$ cat config.mk
export PLATFORM = sky130hd
export DESIGN_NAME = pc_sequencer
export DESIGN_NICKNAME = d
export VERILOG_FILES = /design/src/rtl/pc_pkg.sv /design/src/rtl/pc_ret_stack.sv /design/src/rtl/pc_sequencer.sv
export SDC_FILE = /design/constraint.sdc
export NUM_CORES = 1
export LEC_CHECK = 0
export CAP_MARGIN = 20
export CELL_PAD_IN_SITES_DETAIL_PLACEMENT = 1
export CELL_PAD_IN_SITES_GLOBAL_PLACEMENT = 2
export CORE_ASPECT_RATIO = 0.8
export CORE_MARGIN = 1
export CORE_UTILIZATION = 26
export CTS_CLUSTER_DIAMETER = 60
export DETAILED_ROUTE_END_ITERATION = 8
export GPL_ROUTABILITY_DRIVEN = 0
export PLACE_DENSITY_LB_ADDON = 0.1
export SLEW_MARGIN = 0
export SYNTH_ARGS = -nofsm -noshare
export SYNTH_HDL_FRONTEND = slang
export SYNTH_HIERARCHICAL = 1
export SYNTH_SLANG_ARGS = --single-unit
$ cat constraint.sdc
create_clock -name i_clk -period 2.7 [get_ports i_clk]
set_input_delay 0.675 -clock i_clk [delete_from_list [all_inputs] [get_ports i_clk]]
set_output_delay 0.675 -clock i_clk [all_outputs]
set_load 0.05 [all_outputs]
$ cat src/rtl/pc_pkg.sv
`default_nettype none
// ============================================================================
// Module      : pc_pkg
// Description : Shared defaults, state encoding and helpers for pc_sequencer.
// Revision    : 1.0 - initial release
// ============================================================================
package pc_pkg;

  localparam int PC_BITS_DEFAULT     = 8;
  localparam int MEM_DEPTH_DEFAULT   = 24;
  localparam int STACK_DEPTH_DEFAULT = 4;

  // Encoding is visible on o_state, so values are fixed explicitly.
  typedef enum logic [2:0] {
    ST_IDLE  = 3'd0,
    ST_RUN   = 3'd1,
    ST_HALT  = 3'd2,
    ST_FAULT = 3'd3
  } pc_state_t;

  // Index width for an array of n entries (at least one bit).
  function automatic int idx_bits(input int n);
    return (n > 1) ? $clog2(n) : 1;
  endfunction

endpackage
`default_nettype wire

$ cat src/rtl/pc_ret_stack.sv
`default_nettype none
// ============================================================================
// Module      : pc_ret_stack
// Description : LIFO return-address stack with push/pop/flush and
//               full/empty flags. The top entry is presented combinationally.
// Revision    : 1.0 - initial release
// ============================================================================
module pc_ret_stack
  import pc_pkg::*;
#(
  parameter int WIDTH = PC_BITS_DEFAULT,
  parameter int DEPTH = STACK_DEPTH_DEFAULT
) (
  input  logic             clk,
  input  logic             rst_n,
  input  logic             flush,
  input  logic             push,
  input  logic             pop,
  input  logic [WIDTH-1:0] push_data,
  output logic [WIDTH-1:0] top,
  output logic             full,
  output logic             empty
);

  localparam int                 SP_BITS  = $clog2(DEPTH + 1);
  localparam int                 IDX_BITS = idx_bits(DEPTH);
  localparam logic [SP_BITS-1:0] SP_FULL  = SP_BITS'(DEPTH);

  logic [SP_BITS-1:0]  sp;
  logic [WIDTH-1:0]    mem [DEPTH];
  logic [IDX_BITS-1:0] wr_idx;
  logic [IDX_BITS-1:0] rd_idx;
  logic                do_push;
  logic                do_pop;

  assign full    = (sp == SP_FULL);
  assign empty   = (sp == '0);
  assign wr_idx  = IDX_BITS'(sp);
  assign rd_idx  = IDX_BITS'(sp - SP_BITS'(1));
  assign top     = mem[rd_idx];
  // Overflow/underflow are refused here as well as in the caller.
  assign do_push = push && !full && !flush;
  assign do_pop  = pop && !empty && !flush;

  // Stack pointer: flush empties the stack, push/pop move it by one.
  always_ff @(posedge clk or negedge rst_n) begin
    if (!rst_n) begin
      sp <= '0;
    end else if (flush) begin
      sp <= '0;
    end else if (do_push) begin
      sp <= sp + SP_BITS'(1);
    end else if (do_pop) begin
      sp <= sp - SP_BITS'(1);
    end
  end

  // Entry storage; contents are don't-care until written, so no reset.
  always_ff @(posedge clk) begin
    if (do_push) begin
      mem[wr_idx] <= push_data;
    end
  end

endmodule
`default_nettype wire

$ cat src/rtl/pc_sequencer.sv
`default_nettype none
// ============================================================================
// Module      : pc_sequencer
// Description : Program-counter sequencer with IDLE/RUN/HALT/FAULT control,
//               stall, branch, call/return and range checking of targets.
//               Optional macro PC_CALL_STACK_EN adds a return stack
//               (pc_ret_stack); without it, call acts as branch and ret is
//               ignored.
// Revision    : 1.0 - initial release
// ============================================================================
module pc_sequencer
  import pc_pkg::*;
#(
  parameter int PC_BITS     = PC_BITS_DEFAULT,
  parameter int MEM_DEPTH   = MEM_DEPTH_DEFAULT,
  parameter int STACK_DEPTH = STACK_DEPTH_DEFAULT
) (
  input  logic               i_clk,
  input  logic               i_nrst,
  input  logic               i_run,
  input  logic               i_halt,
  input  logic               i_clear,
  input  logic               i_stall,
  input  logic               i_branch,
  input  logic               i_call,
  input  logic               i_ret,
  input  logic [PC_BITS-1:0] i_target,
  output logic [PC_BITS-1:0] o_pc,
  output logic               o_fetch_valid,
  output logic [2:0]         o_state,
  output logic               o_fault
);

  localparam logic [PC_BITS-1:0] LAST_ADDR = PC_BITS'(MEM_DEPTH - 1);

  pc_state_t          state;
  pc_state_t          state_nxt;
  logic [PC_BITS-1:0] pc;
  logic [PC_BITS-1:0] pc_nxt;
  logic [PC_BITS-1:0] pc_inc;
  logic               fault;
  logic               fault_nxt;
  logic               target_bad;
  logic               jump_req;

  // Sequential successor of the current PC, wrapping at the last address.
  assign pc_inc     = (pc == LAST_ADDR) ? '0 : pc + PC_BITS'(1);
  assign target_bad = (i_target > LAST_ADDR);

`ifdef PC_CALL_STACK_EN
  logic               push;
  logic               pop;
  logic               flush;
  logic [PC_BITS-1:0] stk_top;
  logic               stk_full;
  logic               stk_empty;

  // Call is handled separately because it also pushes.
  assign jump_req = i_branch;

  pc_ret_stack #(
    .WIDTH (PC_BITS),
    .DEPTH (STACK_DEPTH)
  ) u_ret_stack (
    .clk       (i_clk),
    .rst_n     (i_nrst),
    .flush     (flush),
    .push      (push),
    .pop       (pop),
    .push_data (pc_inc),
    .top       (stk_top),
    .full      (stk_full),
    .empty     (stk_empty)
  );
`else
  // No stack: call degenerates to a plain branch and ret has no effect.
  assign jump_req = i_branch | i_call;

  logic     unused_ret;
  localparam int unused_stack_depth = STACK_DEPTH;
  assign unused_ret = i_ret;
`endif

  // State, PC and sticky fault registers.
  always_ff @(posedge i_clk or negedge i_nrst) begin
    if (!i_nrst) begin
      state <= ST_IDLE;
      pc    <= '0;
      fault <= 1'b0;
    end else begin
      state <= state_nxt;
      pc    <= pc_nxt;
      fault <= fault_nxt;
    end
  end

  // Next-state logic with the fixed per-cycle request priority in RUN.
  always_comb begin
    state_nxt = state;
    pc_nxt    = pc;
    fault_nxt = fault;
`ifdef PC_CALL_STACK_EN
    push      = 1'b0;
    pop       = 1'b0;
    flush     = 1'b0;
`endif
    case (state)
      ST_IDLE: begin
        if (i_run) begin
          state_nxt = ST_RUN;
        end
      end
      ST_RUN: begin
        if (i_halt) begin
          state_nxt = ST_HALT;
        end else if (!i_run) begin
          state_nxt = ST_IDLE;
        end else if (i_stall) begin
          pc_nxt = pc;
`ifdef PC_CALL_STACK_EN
        end else if (i_ret) begin
          if (stk_empty) begin
            state_nxt = ST_FAULT;
            fault_nxt = 1'b1;
          end else begin
            pop    = 1'b1;
            pc_nxt = stk_top;
          end
        end else if (i_call) begin
          if (target_bad || stk_full) begin
            state_nxt = ST_FAULT;
            fault_nxt = 1'b1;
          end else begin
            push   = 1'b1;
            pc_nxt = i_target;
          end
`endif
        end else if (jump_req) begin
          if (target_bad) begin
            state_nxt = ST_FAULT;
            fault_nxt = 1'b1;
          end else begin
            pc_nxt = i_target;
          end
        end else begin
          pc_nxt = pc_inc;
        end
      end
      ST_HALT, ST_FAULT: begin
        if (i_clear) begin
          state_nxt = ST_IDLE;
          pc_nxt    = '0;
          fault_nxt = 1'b0;
`ifdef PC_CALL_STACK_EN
          flush     = 1'b1;
`endif
        end
      end
      default: begin
        state_nxt = ST_IDLE;
      end
    endcase
  end

  assign o_pc          = pc;
  assign o_state       = state;
  assign o_fault       = fault;
  assign o_fetch_valid = (state == ST_RUN);

endmodule
`default_nettype wire
==> results of run 1 <==
==> routing by layer <==
layer  track usage  vias to the layer above
li1              -                      364
met1         0.268                      376
met2         0.231                       23
met3        0.0499                        4
met4        0.0444                        0
met5             0                        -
==> through the flow <==
| step | power [mW] | worst slack, ns | cell area, sq um | hold WS [ns] |
|---|---|---|---|---|
| after floorplan | 0.362 | 0.724 | 747 | 0.379 |
| after global placement | 0.460 | 0.278 | 1050 | 0.509 |
| after detailed placement | 0.462 | 0.247 | 1050 | 0.524 |
| after CTS | 0.588 | 0.179 | 1080 | 0.532 |
| after global routing | 0.614 | 0.115 | 1080 | 0.573 |
| final | 0.581 | 0.191 | 1080 | 0.533 |
==> final cells by class <==
class	count	share of cell area
multi-input cells	63	0.411
inverters	3	0.0104
well taps	36	0.0417
flip-flops and latches	11	0.255
repair buffers	28	0.257
clock buffers	4	0.0243
==> sequential cells by signal (all words and copies together) (netlist names) <==
register	count
o_pc	8
o_state	2
o_fault	1
==> critical path: cells and delay by family, from the launching register on <==
kind	cells	cell delay [ns]
buf+inv	1	0.83
simple gates	1	0.30
flops	1	0.42
==> cell usage after synthesis, types with 2 or more instances <==
| library cell | count |
|---|---|
| o2111ai_1 | 2 |
| nor3_1 | 6 |
| and2_1 | 2 |
| nand3_1 | 8 |
| o2bb2ai_1 | 3 |
| nand2_1 | 8 |
| a22oi_1 | 2 |
| o21a_1 | 2 |
| o21ai_0 | 4 |
| a31oi_1 | 2 |
| xnor2_1 | 2 |
| dfrtp_1 | 11 |
| nor2_1 | 3 |
| inv_1 | 3 |
==> power groups by stage <==
stage	sequential [mW]	combinational (mW)	clock, mW
floorplan	0.280	0.0822	0
global placement	0.212	0.249	0
detailed placement	0.212	0.250	0
CTS	0.209	0.251	0.128
global route	0.213	0.265	0.136
finish	0.209	0.248	0.124
==> worst paths after layout <==
path / from / cells past startpoint / slack (ns) / to
worst min register to register: o_state[1] / 1 / 0.53 / o_fault
worst max-delay path: o_state[1] / 2 / 0.19 / o_fetch_valid
worst max register to register: o_pc[0] / 5 / 0.88 / o_pc[3]
min in group asynchronous: i_nrst / 1 / 0.75 / o_pc[4]
worst min-delay path: o_state[1] / 1 / 0.53 / o_fault
max in group asynchronous: i_nrst / 1 / 1.57 / o_fault
==> placed cells by master (no fill, tap or decap), drive strengths merged, types with 2 or more instances in the layout <==
cell type	instances
a22oi	2
clkdlybuf4s50	27
o211ai	2
and2	3
a31oi	2
o2bb2ai	3
inv	3
o21ai	4
nor3	6
nor2	4
nand3	8
o21a	2
clkbuf	4
dfrtp	11
nand2	8
o2111ai	2
xnor2	2
==> cells by family after synthesis <==
logic type	Yosys count
AND/OR/NAND/NOR	37
AO/OA/AOI/OAI	22
flip-flops	11
buffers and inverters	6
XOR/XNOR	2
adder cells (fa/ha/maj)	1
other	1
==> results.ini, run 1 <==
[placement]
dp_cells = 141
dp_hpwl_um = 1690
io_buffers = 27

[sta]
timing.final.crit_period_ns = 2.51
max_slew_margin = 0.622
fin_worst_skew_ns = 0.00933
maxSlewViolCount = 0
setup_viol = 0
worst_slew_pin_slew_ns = 0.566
hold_violations = 0
fin_crit_sh = 0.929
timing.fmax_ghz = 0.399
rsz0062_at_grt = false
tns_ns = 0

[cells_and_area]
stdcell_count = 145
area_delta_synth_final_pct = 44.6
fill_cells = 304
num_antenna_cells = 0
multiInputGateArea_sq_um = 444
post-route-util = 0.418
drive_gt1_frac = 0.101
fin_nets = 128
seqCellArea_sq_um = 275

[floorplan]
ios = 30
die_h_um = 49.9
core_area_sq_um = 2580
rows = 16
dieArea_sq_um = 3090
die_x_um = 61.9
initial_utilization = 0.289

[global_routing]
antenna_found_initial = 0
track_usage = 0.174
grt_max_degree = 12
grt_pass1_vias = 760
grt_pass1_wl_um = 3820
grt_overflow = 0

[synth]
synth-compound-area-share = 0.263
synth_fa_ha_area_frac = 0.0168
synth_top_area_frac = 0.369
syn_area_per_cell_sq_um = 9.34
ys.flop_type = dfrtp_1
seq_area_frac_synth = 0.369
synth_top_family_by_area = simple AND/OR/NAND/NOR gates
synth.area.mux_share = 0
ys_ff_latch = 11
yosys.area_share.simple = 0.286
synthTopCellsByArea = dfrtp_1 (37%), nand3_1 (5.4%), nor3_1 (4.0%)
synth-xor-area-share = 0.0235
synth_fp_nets = 98
synthDistinctLibCells = 36
netlist_area_sq_um = 747
synth-warning-count = 6
syn_inst = 80
yosysTopAreaCell = dfrtp_1
ys_async_sr_fraction = 1.00
synth_edf_count = 0

[drt]
drt_first_pass_iters = 4
drt-wirelength-per-cell_um = 15.3
wl_met2_um = 938
drt-total-wl_um = 2210
via_count = 767
route.met3.wl_um = 126
via_per_inst = 5.29
ant_nets = 0
drc = 0
m1WireLength_um = 1130
first_iter_violations = 49
highest-signal-layer = met4

[cts]
post_cts_resized = 0
cts.reportedPaths.clkPinSlew_ns = 0.07
htreeDepth = 1
clockBufferDepth = 2
cts_setup_buffers = 0
cts_tree = yes
root_buffer = clkbuf_4
holdBufCountCts = 0
numCtsBuffers = 3
cts_num_sinks = 11
clkLatencyLatePin_ns = 0.28

[power_and_ir_drop]
netSwitchingFraction = 0.423
p_int_mw = 0.335
leakagePower_nw = 0.393
seqPwrFrac = 0.359
powerDensity_nw_per_um2 = 538
clkPwrFrac = 0.213
switching_power_mw = 0.246
p_comb_frac = 0.428
ir_drop_mv = 0.264

[setup_path]
crit_fanout = 5
required_ns = 2.03
end_kind = output port
critPathKind = flop to output port
crit_chain = and2b_1 -> clkdlybuf4s50_1
crit_arrival_ns = 1.83
cp_slowest_cell = clkdlybuf4s50_1
start_kind = flop
max_stage_delay_ns = 0.83

[run]
maxCapViolCount = 0

[run_status]
status = complete, no violations

[hold_path]
hp-class = flop to flop

No activity file was read; power rests on OpenSTA's default activity.
==> run 2: changes to the inputs <==
--- a/config.mk
+++ b/config.mk
@@ -10,7 +10,7 @@
 export CELL_PAD_IN_SITES_GLOBAL_PLACEMENT = 2
 export CORE_ASPECT_RATIO = 0.8
 export CORE_MARGIN = 1
-export CORE_UTILIZATION = 26
+export CORE_UTILIZATION = 24
 export CTS_CLUSTER_DIAMETER = 60
 export DETAILED_ROUTE_END_ITERATION = 8
 export GPL_ROUTABILITY_DRIVEN = 0
==> constraint.sdc (replaced) <==
create_clock -name i_clk -period 2.56 [get_ports i_clk]
set_input_delay 0.64 -clock i_clk [delete_from_list [all_inputs] [get_ports i_clk]]
set_output_delay 0.64 -clock i_clk [all_outputs]
set_load 0.05 [all_outputs]
==> run 2 against run 1 <==
  * Combinational power grew 7%
  * Register-to-register slack worse by 0.16 ns
  * Total power rose by 15%
  * Clock skew shrank 0.0083 ns
  * Via count decreased by 1.7%
  * Utilization down 2.9 points
  * Sequential share of layout area is 0.66 points lower
  * Hold slack got worse by 0.0036 ns
  * Flip-flop and latch count is the same
==> results.ini, run 2 (same netlist as run 1, synthesis figures left out) <==
[drt]
first_iter_violations = 22  ; was 49
ant_nets = 0  ; unchanged
drc = 0  ; unchanged
drt-wirelength-per-cell_um = 15.6  ; was 15.3 um
drt_first_pass_iters = 4  ; unchanged
via_count = 754  ; was 767
via_per_inst = 5.09  ; was 5.29
drt-total-wl_um = 2310  ; was 2210 um

[setup_path]
start_kind = flop  ; unchanged
cp-startpoint = o_state[1]  ; unchanged
timing.rr.start = o_pc[0]  ; unchanged
reg2reg_depth = 5  ; unchanged
crit_chain = and2b_1 -> clkdlybuf4s50_1  ; unchanged
rr_endpoint = o_pc[3]  ; unchanged
critPathKind = flop to output port  ; unchanged
cp.depth = 2  ; unchanged
end_kind = output port  ; unchanged
max_stage_delay_ns = 0.84  ; was 0.83 ns
required_ns = 1.92  ; was 2.03 ns
cp_slowest_cell = clkdlybuf4s50_1  ; unchanged
endpoint = o_fetch_valid  ; unchanged
worst-path-buf-inv = 1  ; unchanged
crit_family = buffers and inverters  ; unchanged
crit_fanout = 5  ; unchanged
crit_arrival_ns = 1.81  ; was 1.83 ns
worst-r2r-setup-slack_ns = 0.72  ; was 0.88 ns

[cells_and_area]
seqCellArea_sq_um = 275  ; unchanged
fin_nets = 129  ; was 128
num_antenna_cells = 0  ; unchanged
largest_reg_flops = 8  ; unchanged
multiInputGateArea_sq_um = 444  ; unchanged
stdcell_count = 148  ; was 145
most-common-layout-cells = clkdlybuf4s50_1 (27), dfrtp_1 (11), nand2_1 (8), nand3_1 (8), nor3_1 (6)  ; unchanged
fill_cells = 347  ; was 304
area_delta_synth_final_pct = 48.4  ; was 44.6%
post-route-util = 0.389  ; was 0.418
final_common_cell = clkdlybuf4s50_1  ; unchanged
drive_gt1_frac = 0.109  ; was 0.101

[cts]
cts_tree = yes  ; unchanged
cts.reportedPaths.clkPinSlew_ns = 0.05  ; was 0.07 ns
post_cts_resized = 0  ; unchanged
clkLatencyLatePin_ns = 0.24  ; was 0.28 ns
clockBufferDepth = 2  ; unchanged
holdBufCountCts = 0  ; unchanged
cts_num_sinks = 11  ; unchanged
numCtsBuffers = 3  ; unchanged
root_buffer = clkbuf_8  ; was clkbuf_4
cts_setup_buffers = 0  ; unchanged
htreeDepth = 1  ; unchanged

[sta]
hold_violations = 0  ; unchanged
tns_ns = 0  ; unchanged
max_slew_margin = 0.613  ; was 0.622
timing.final.crit_period_ns = 2.45
maxSlewViolCount = 0  ; unchanged
worst_slew_pin_slew_ns = 0.578  ; was 0.566 ns
fin_crit_sh = 0.957
timing.fmax_ghz = 0.408
setup_viol = 0  ; unchanged
rsz0062_at_grt = false  ; unchanged
final.setup.worst_slack_ns = 0.110  ; was 0.191 ns
fin_worst_skew_ns = 0.00101  ; was 0.00933 ns

[power_and_ir_drop]
leakagePower_nw = 0.406  ; was 0.393 nW
finalPower_mw = 0.670  ; was 0.581 mW
ir_drop_mv = 0.246  ; was 0.264 mV
powerDensity_nw_per_um2 = 604  ; was 538 nW/um^2

[placement]
dp_hpwl_um = 1770  ; was 1690 um
pre_cts_slack_ns = 0.181  ; was 0.247 ns
io_buffers = 27  ; unchanged
dp_cells = 144  ; was 141

[run]
maxCapViolCount = 0  ; unchanged

[global_routing]
grt_max_degree = 12  ; unchanged
grt_pass1_vias = 789  ; was 760
track_usage = 0.166  ; was 0.174
grt_overflow = 0  ; unchanged
grt_pass1_wl_um = 4040  ; was 3820 um
antenna_found_initial = 0  ; unchanged

[floorplan]
dieArea_sq_um = 3340  ; was 3090 sq um
rows = 17  ; was 16
die_x_um = 64.4  ; was 61.9 um
core_area_sq_um = 2850  ; was 2580 sq um
ios = 30  ; unchanged
die_h_um = 51.9  ; was 49.9 um
initial_utilization = 0.262  ; was 0.289

[run_status]
status = complete, no violations  ; unchanged

[hold_path]
hp-class = flop to flop  ; unchanged

## run 2: changes by cell type in the layout (fill, tap and decap cells not counted)
cell / previous run / this run
clkbuf_8: 0 / 3
buf_4: 1 / 2
clkbuf_4: 3 / 0
## run 2: power breakdown
group	leakage [nW]	switching, mW	total, mW	internal (mW)
Sequential	0.147	0.0246	0.220	0.196
Combinational	0.236	0.167	0.265	0.0985
Clock	0.0228	0.0743	0.184	0.110
Total	0.406	0.266	0.670	0.404
## run 2: how the worst min path moves through the flow
| stage | endpoint | slack, ns | depth (start not counted) | start |
|---|---|---|---|---|
| 3_5_place_dp | o_fault | 0.52 | 1 | o_state[1] |
| 4_1_cts | o_fault | 0.53 | 1 | o_state[1] |
| 6_report | o_fault | 0.53 | 1 | o_state[1] |
| 2_1_floorplan | o_fault | 0.34 | 0 | i_nrst |
| 5_1_grt | o_fault | 0.56 | 1 | o_state[1] |
| 3_3_place_gp | o_fault | 0.51 | 1 | o_state[1] |
## run 2: layout make-up
type	instances	share of cell area
repair buffers	29	0.257
clock buffers	4	0.0406
flip-flops and latches	11	0.248
inverters	3	0.0102
multi-input cells	63	0.401
well taps	38	0.0429
## run 2: routing by layer
layer	vias up	routed length (um)	GRT usage
li1	368	-	-
met1	361	1130	0.221
met2	21	1050	0.256
met3	4	100	0.0482
met4	0	29	0.0556
met5	-	0	0
## run 2: stage by stage
stage / cell area, sq um / hold slack [ns]
after global routing: 1110 / 0.563
after CTS: 1110 / 0.531
final: 1110 / 0.529
after detailed placement: 1060 / 0.519
after floorplan: 747 / 0.344
after global placement: 1060 / 0.514
==> run 3: changes to the inputs <==
--- a/config.mk
+++ b/config.mk
@@ -5,6 +5,7 @@
 export SDC_FILE = /design/constraint.sdc
 export NUM_CORES = 1
 export LEC_CHECK = 0
+export ABC_CLOCK_PERIOD_IN_PS = 2560
 export CAP_MARGIN = 20
 export CELL_PAD_IN_SITES_DETAIL_PLACEMENT = 1
 export CELL_PAD_IN_SITES_GLOBAL_PLACEMENT = 2
==> constraint.sdc (replaced) <==
create_clock -name i_clk -period 2.56 [get_ports i_clk]
set_input_delay 0.512 -clock i_clk [delete_from_list [all_inputs] [get_ports i_clk]]
set_output_delay 0.512 -clock i_clk [all_outputs]
set_load 0.05 [all_outputs]
==> run 3 against run 2 <==
  * Count of clock-buffer cells in the layout stayed put
  * Via count shrank 0.53%
  * Hold slack gained 0.014 ns
  * Routed wire length shrank 7.1%
  * Non-clock buffer count fell by 1
  * First-iteration DRC count is 23% higher
  * Die area unchanged
  * Worst setup slack improved by 0.13 ns
  * Maximum frequency increased by 5.7%
  * Cell count shrank 0.68%
==> results.ini, run 3 (same netlist as run 1, synthesis figures left out) <==
[sta]
rsz0062_at_grt = false  ; unchanged
worst_slew_pin_slew_ns = 0.560  ; was 0.578 ns
setup_viol = 0  ; unchanged
maxSlewViolCount = 0  ; unchanged
fin_crit_sh = 0.905  ; was 0.957
timing.fmax_ghz = 0.432  ; was 0.408 GHz
max_slew_margin = 0.626  ; was 0.613
timing.final.crit_period_ns = 2.32  ; was 2.45 ns
tns_ns = 0  ; unchanged
fin_worst_skew_ns = 0.00447  ; was 0.00101 ns
hold_violations = 0  ; unchanged

[global_routing]
track_usage = 0.153  ; was 0.166
grt.met1_usage = 0.207  ; was 0.221
grt_max_degree = 12  ; unchanged
antenna_found_initial = 0  ; unchanged
grt_pass1_wl_um = 3710  ; was 4040 um
grt_pass1_vias = 747  ; was 789
grt.busiest_layer = met2  ; unchanged
grt_use_met3 = 0.0439  ; was 0.0482
grt_overflow = 0  ; unchanged
use_met2 = 0.230  ; was 0.256

[drt]
ant_nets = 0  ; unchanged
via_per_inst = 5.10  ; was 5.09
via_count = 750  ; was 754
drc = 0  ; unchanged
drt-wirelength-per-cell_um = 14.6  ; was 15.6 um
first_iter_violations = 27  ; was 22
drt_first_pass_iters = 4  ; unchanged
drt-total-wl_um = 2140  ; was 2310 um

[cts]
cts.reportedPaths.clkPinSlew_ns = 0.05  ; about the same
clkLatencyLatePin_ns = 0.24  ; about the same
root_buffer = clkbuf_8  ; unchanged
cts_setup_buffers = 0  ; unchanged
htreeDepth = 1  ; unchanged
clockBufferDepth = 2  ; unchanged
holdBufCountCts = 0  ; unchanged
cts_num_sinks = 11  ; unchanged
post_cts_resized = 0  ; unchanged
cts_tree = yes  ; unchanged
numCtsBuffers = 3  ; unchanged

[hold_path]
hp-class = flop to flop  ; unchanged
hp-start = o_state[1]  ; unchanged

[power_and_ir_drop]
leakagePower_nw = 0.400  ; was 0.406 nW
powerDensity_nw_per_um2 = 602  ; was 604 nW/um^2
finalPower_mw = 0.662  ; was 0.670 mW
ir_drop_mv = 0.207  ; was 0.246 mV

[cells_and_area]
drive_gt1_frac = 0.101  ; was 0.109
largest_reg_flops = 8  ; unchanged
fin_nets = 128  ; was 129
area_delta_synth_final_pct = 47.4  ; was 48.4%
num_antenna_cells = 0  ; unchanged
most-common-layout-cells = clkdlybuf4s50_1 (27), dfrtp_1 (11), nand2_1 (8), nand3_1 (8), nor3_1 (6)  ; unchanged
final_common_cell = clkdlybuf4s50_1  ; unchanged

[setup_path]
end_kind = output port  ; unchanged
required_ns = 2.05  ; was 1.92 ns
crit_chain = and2b_1 -> clkdlybuf4s50_1  ; unchanged
critPathKind = flop to output port  ; unchanged
timing.rr.start = o_pc[0]  ; unchanged
cp-startpoint = o_state[1]  ; unchanged
cp_slowest_cell = clkdlybuf4s50_1  ; unchanged
crit_fanout = 5  ; unchanged
crit_arrival_ns = 1.80  ; was 1.81 ns
max_stage_delay_ns = 0.84  ; about the same
start_kind = flop  ; unchanged

[floorplan]
die_h_um = 51.9  ; unchanged
initial_utilization = 0.262  ; unchanged
ios = 30  ; unchanged
dieArea_sq_um = 3340  ; unchanged
core_area_sq_um = 2850  ; unchanged
rows = 17  ; unchanged
die_x_um = 64.4  ; unchanged

[placement]
dp_hpwl_um = 1670  ; was 1770 um
io_buffers = 27  ; unchanged

[run_status]
status = complete, no violations  ; unchanged

[run]
maxCapViolCount = 0  ; unchanged

[run 3: cell types whose count changed in the layout (fill, tap and decap cells not counted)]
cell and delta:
buf_4 -1
[run 3: final cells by class]
cell class	count	area, sq um
fillers	338	1750
clock buffers	4	45.0
flip-flops and latches	11	275
multi-input cells	63	444
repair buffers	28	278
inverters	3	11.3
well taps	38	47.5
[run 3: per-layer routing]
metal / routed length (um) / part of all wire
met1: 1070 / 0.50
met2: 925 / 0.43
met3: 118 / 0.055
met4: 25 / 0.012
met5: 0 / 0
[run 3: worst paths after layout]
kind                                      end  slack, ns  cells past startpoint
worst max-delay path            o_fetch_valid       0.24                      2
max in group asynchronous             o_pc[2]       1.56                      1
worst max register to register        o_pc[3]       0.71                      5
worst min register to register        o_fault       0.54                      1
worst min-delay path                  o_fault       0.54                      1
min in group asynchronous          o_state[0]       0.63                      1
[run 3: report_power, final]
part           internal, mW  switching (mW)  leakage (nW)  total [mW]
Combinational        0.0979           0.164         0.230       0.262
Sequential            0.196          0.0257         0.147       0.221
Clock                 0.110          0.0693        0.0228       0.179
Total                 0.403           0.259         0.400       0.662
[run 3: critical path: cells and delay by family, from the launching register on]
family        cells  cell delay, ns
buf+inv           1            0.84
flops             1            0.42
simple gates      1            0.30
[run 3: per-stage QoR]
stage,util,setup slack [ns],instances,area (sq um),hold WS (ns)
final,0.386,0.243,147,1100,0.543
after global routing,0.386,0.216,147,1100,0.545
after CTS,0.386,0.244,147,1100,0.531
after detailed placement,0.371,0.294,143,1060,0.524
after global placement,0.371,0.290,143,1060,0.514
after floorplan,-,0.584,80,747,0.216
